File: config.mk
export PLATFORM = sky130hd
export DESIGN_NAME = cpuclk_gen
export DESIGN_NICKNAME = d
export VERILOG_FILES = /design/src/rtl/cpuclk_gen.sv
export SDC_FILE = /design/constraint.sdc
export NUM_CORES = 1
export LEC_CHECK = 0
export ABC_AREA = 1
export BUFFER_PORTS_ARGS = -buffer_cell sky130_fd_sc_hd__buf_2
export CORE_ASPECT_RATIO = 1.5
export CORE_UTILIZATION = 45
export CTS_CLUSTER_SIZE = 28
export DETAILED_ROUTE_END_ITERATION = 10
export MAX_ROUTING_LAYER = met4
export PLACE_DENSITY = 0.74
export SLEW_MARGIN = 40
export SYNTH_ARGS = -nofsm -noshare
export SYNTH_HDL_FRONTEND = slang
export SYNTH_SLANG_ARGS = --single-unit
File: constraint.sdc
create_clock -name clock -period 2.75 [get_ports clock]
set_input_delay 0.275 -clock clock [delete_from_list [all_inputs] [get_ports clock]]
set_output_delay 0.275 -clock clock [all_outputs]
set_load 0.01 [all_outputs]
File: src/rtl/cpuclk_gen.sv
// CPU clock generator: programmable half-period divider with hold stretch.
// Optional single-step gating is compiled in with CPUCLK_STEP_EN.
module cpuclk_gen #(
    parameter int WIDTH        = 8,
    parameter int HALF_DEFAULT = 128
) (
    input  logic             clock,
    input  logic             reset,
    input  logic             hold,
    input  logic             div_wr,
    input  logic [WIDTH-1:0] div_data,
    input  logic             step_mode,
    input  logic             step,
    output logic             clockout,
    output logic             rise,
    output logic             fall,
    output logic             stalled,
    output logic [WIDTH-1:0] half_cur
);

    localparam logic [WIDTH-1:0] HALF_INIT = WIDTH'(HALF_DEFAULT);
    localparam logic [WIDTH-1:0] ONE       = WIDTH'(1);

    logic [WIDTH-1:0] cnt;
    logic [WIDTH-1:0] half_pend;
    logic [WIDTH-1:0] div_clamp;
    logic             pend_valid;
    logic             term;
    logic             blocked;
    logic             fall_now;

    assign div_clamp = (div_data == '0) ? ONE : div_data;
    assign term      = (cnt == half_cur - ONE);
    assign fall_now  = term && clockout && !blocked;

`ifdef CPUCLK_STEP_EN
    logic step_ok;

    assign blocked = hold | (step_mode & ~step_ok);

    // A granted step is consumed by the fall it releases; extra pulses drop.
    always_ff @(posedge clock) begin
        if (reset) begin
            step_ok <= 1'b0;
        end else if (fall_now) begin
            step_ok <= 1'b0;
        end else if (step) begin
            step_ok <= 1'b1;
        end
    end
`else
    logic unused_step;

    assign unused_step = step_mode ^ step;
    assign blocked     = hold;
`endif

    always_ff @(posedge clock) begin
        if (reset) begin
            cnt        <= '0;
            clockout   <= 1'b1;
            half_cur   <= HALF_INIT;
            half_pend  <= HALF_INIT;
            pend_valid <= 1'b0;
            stalled    <= 1'b0;
            rise       <= 1'b0;
            fall       <= 1'b0;
        end else begin
            rise <= 1'b0;
            fall <= 1'b0;
            if (div_wr) begin
                half_pend <= div_clamp;
            end
            if (div_wr) begin
                pend_valid <= 1'b1;
            end else if (term && !clockout) begin
                pend_valid <= 1'b0;
            end
            if (!term) begin
                cnt <= cnt + ONE;
            end else if (!clockout) begin
                // Divisor switches only here, so every phase is whole.
                cnt      <= '0;
                clockout <= 1'b1;
                rise     <= 1'b1;
                if (pend_valid) begin
                    half_cur <= half_pend;
                end
            end else if (blocked) begin
                stalled <= 1'b1;
            end else begin
                cnt      <= '0;
                clockout <= 1'b0;
                fall     <= 1'b1;
                stalled  <= 1'b0;
            end
        end
    end

endmodule

==> reports/results.tsv <==
metric	value	unit
timing.fmax	0.492	GHz
wl	3.36	mm
path_max_fanout	16	
fin_tns_setup	0	ns
viasPerCell	5.04	
dieArea	0.00383	mm^2
cap_viol_max_count	0	
synth_cell_types	26	
syn_avg_cell_area	6.91	um^2
synthesis.nets	249	
worstReg2RegEnd	clockout	
gp_congestion	0.880	
chipWidth	50.8	um
placementRows	26	
period_needed	2.03	ns
finalClockSkew	0.00747	ns
pwr-share-comb	5.5	%
seq_area	581	um^2
worstMarginPinSlew	0.448	ns
p_int	0.677	mW
cts_buffers	5	
hpwl	2.46	mm
grt_use_total	20.2	%
clk_latency	0.28	ns
syn_area	0.00161	mm^2
cp-endpoint	clockout	
ys_warn_count	0	
grt_first_pass_wirelength	5.46	mm
endpoint_kind	flop	
vias	1501	
grt_pass1_vias	1299	
hold_violations	0	
clock_path_buffers	2	
critPathArrivalTime	2.18	ns
power.density	482	mW/mm^2
status	completed	
nFillCells	371	
vdd_drop_max	0.000445	V
hp-class	input pin to flop	
routedWlPerCell	11.3	um
path_class	flop to flop	
drive_above_1_share	20.3	%
die_y	75.3	um
r2r_start	half_cur[0]	
cts_hold_buf	0	
final_nets	271	
portBuffers	23	
antenna_found_initial	0	
first_pass_iters	4	
syn_inst	233	
finalNonFillerCells	298	
clkPwrFrac	44.0	%
worst_slack	0.716	ns
drc	0	
final_max_slew_viol_count	0	
crit_path_start	half_cur[0]	
antenna_left	0	
total_power	0.876	mW
grt-ovfl-total	0	
grt_max_degree	17	
p_seq_share	50.5	%
post_cts_resized	0	
critPathRequiredTime	2.90	ns
root_buffer	clkbuf_8	
pre_cts_slack	0.721	ns
core	0.00342	mm^2
cts_setup_buffers	0	
areaGrowthSynthToFinish	13.0	%
r2r_slack	0.72	ns
ys_ff_latch	29	
drt_iter0_drc	40	
start_util	47.1	%
top_level_ports	26	
multi_input_area	850	um^2
swShare	22.7	%
fin_crit_sh	74.0	%
setup_viol	0	
max-slew-margin-rel	69.9	%
h-tree-depth	2	
reg2regPathDepth	13	
dp.cells	290	
rsz0062_at_grt	false	
ys_seq_area_share	36.1	%
tritoncts	done	
crit_path_start_kind	flop	
cts.clk_slew.worst_paths	0.07	ns
antenna_cells	0	
switching_power	0.199	mW
leakage	0.914	nW
clock_sinks	29	
[worst min path at each step]
stage / startpoint / end / slack (ns) / cells after the start
after global placement: half_pend[7] / half_pend[7] / 0.44 / 2
after global routing: hold / fall / 0.19 / 2
after floorplan: reset / cnt[1] / 0.34 / 1
final: hold / fall / 0.20 / 2
after CTS: hold / fall / 0.19 / 2
after detailed placement: half_pend[7] / half_pend[7] / 0.45 / 2
[logic make-up after synthesis]
family          Yosys count  synth area share [%]
compound gates           26                  8.31
fa+ha+maj                 2                  1.55
simple gates            130                  39.6
xor+xnor                  6                  3.26
flops                    29                  36.1
buf+inv                  40                  11.2
[critical path, cell delays in order, from the launching register on]
cell,delay (ns)
dfxtp_1,0.38
inv_2,0.09
ha_1,0.30
inv_1,0.04
nand2_1,0.05
nand2_1,0.05
nor2_2,0.09
nand2_2,0.06
nor2_4,0.10
nand2_2,0.09
nor2_8,0.25
nand2_2,0.17
o21ai_1,0.16
nand3_1,0.07
[power groups by stage]
stage | sequential [mW] | clock, mW | combinational, mW
floorplan | 0.449 | 0 | 0.0333
global placement | 0.451 | 0 | 0.0464
detailed placement | 0.451 | 0 | 0.0476
CTS | 0.442 | 0.393 | 0.0482
global route | 0.444 | 0.408 | 0.0554
finish | 0.442 | 0.386 | 0.0480
[per-stage QoR]
step / utilization (%) / cell area (um^2) / hold slack, ns
final: 53.3 / 1820 / 0.202
after floorplan: - / 1610 / 0.344
after CTS: 53.3 / 1820 / 0.190
after global routing: 53.3 / 1820 / 0.188
after detailed placement: 50.3 / 1720 / 0.448
after global placement: 50.3 / 1720 / 0.442
[flip-flops by register name (all words and copies together) (netlist names)]
register    flops
clockout        1
pend_valid      1
half_pend       8
rise            1
fall            1
stalled         1
half_cur        8
cnt             8
[cell type report]
| type | instances | area share [%] |
|---|---|---|
| multi-input combinational | 164 | 46.7 |
| clock buffer | 7 | 5.30 |
| inverter | 32 | 6.60 |
| tap | 42 | 2.89 |
| clock inverter | 1 | 0.275 |
| timing repair buffer | 23 | 6.33 |
| sequential | 29 | 31.9 |
[metal layers]
layer  GRT usage (%)  wire length [um]  up-vias
met2            37.0              1780       27
li1                -                 -      791
met5               -                 0        -
met3            5.05               122        7
met1            19.5              1390      676
met4            10.2                74        0
[placed cells by master, fill, tap and decap left out, types with 2 or more instances in the layout]
cell type	count
nand2_1	55
inv_1	29
dfxtp_1	29
buf_2	23
nor2_1	22
nand3_1	16
a21oi_1	16
nand4_1	14
o21ai_0	8
nand2_2	7
clkbuf_8	7
nor2_2	5
xor2_1	4
inv_2	3
nor3_1	3
nor2_4	2
nand3b_1	2
xnor2_1	2
ha_1	2
[synthesized netlist by cell type]
master,instances,area [um^2]
a21oi_1,16,80.1
a31o_2,1,8.76
buf_4,2,15.0
buf_6,3,33.8
clkbuf_1,3,11.3
dfxtp_1,29,581
ha_1,2,25.0
inv_1,29,109
inv_2,3,11.3
nand2_1,55,206
nand2_2,7,43.8
nand3_1,16,80.1
nand3_2,1,10.0
nand3_4,1,17.5
nand3b_1,2,15.0
nand4_1,14,87.6
nor2_1,22,82.6
nor2_2,5,31.3
nor2_4,2,22.5
nor2_8,1,20.0
nor3_1,3,15.0
nor4_1,1,6.26
o21ai_0,8,40.0
o21ai_1,1,5.00
xnor2_1,2,17.5
xor2_1,4,35.0
Note: power is estimated with default switching activity, not from simulation.
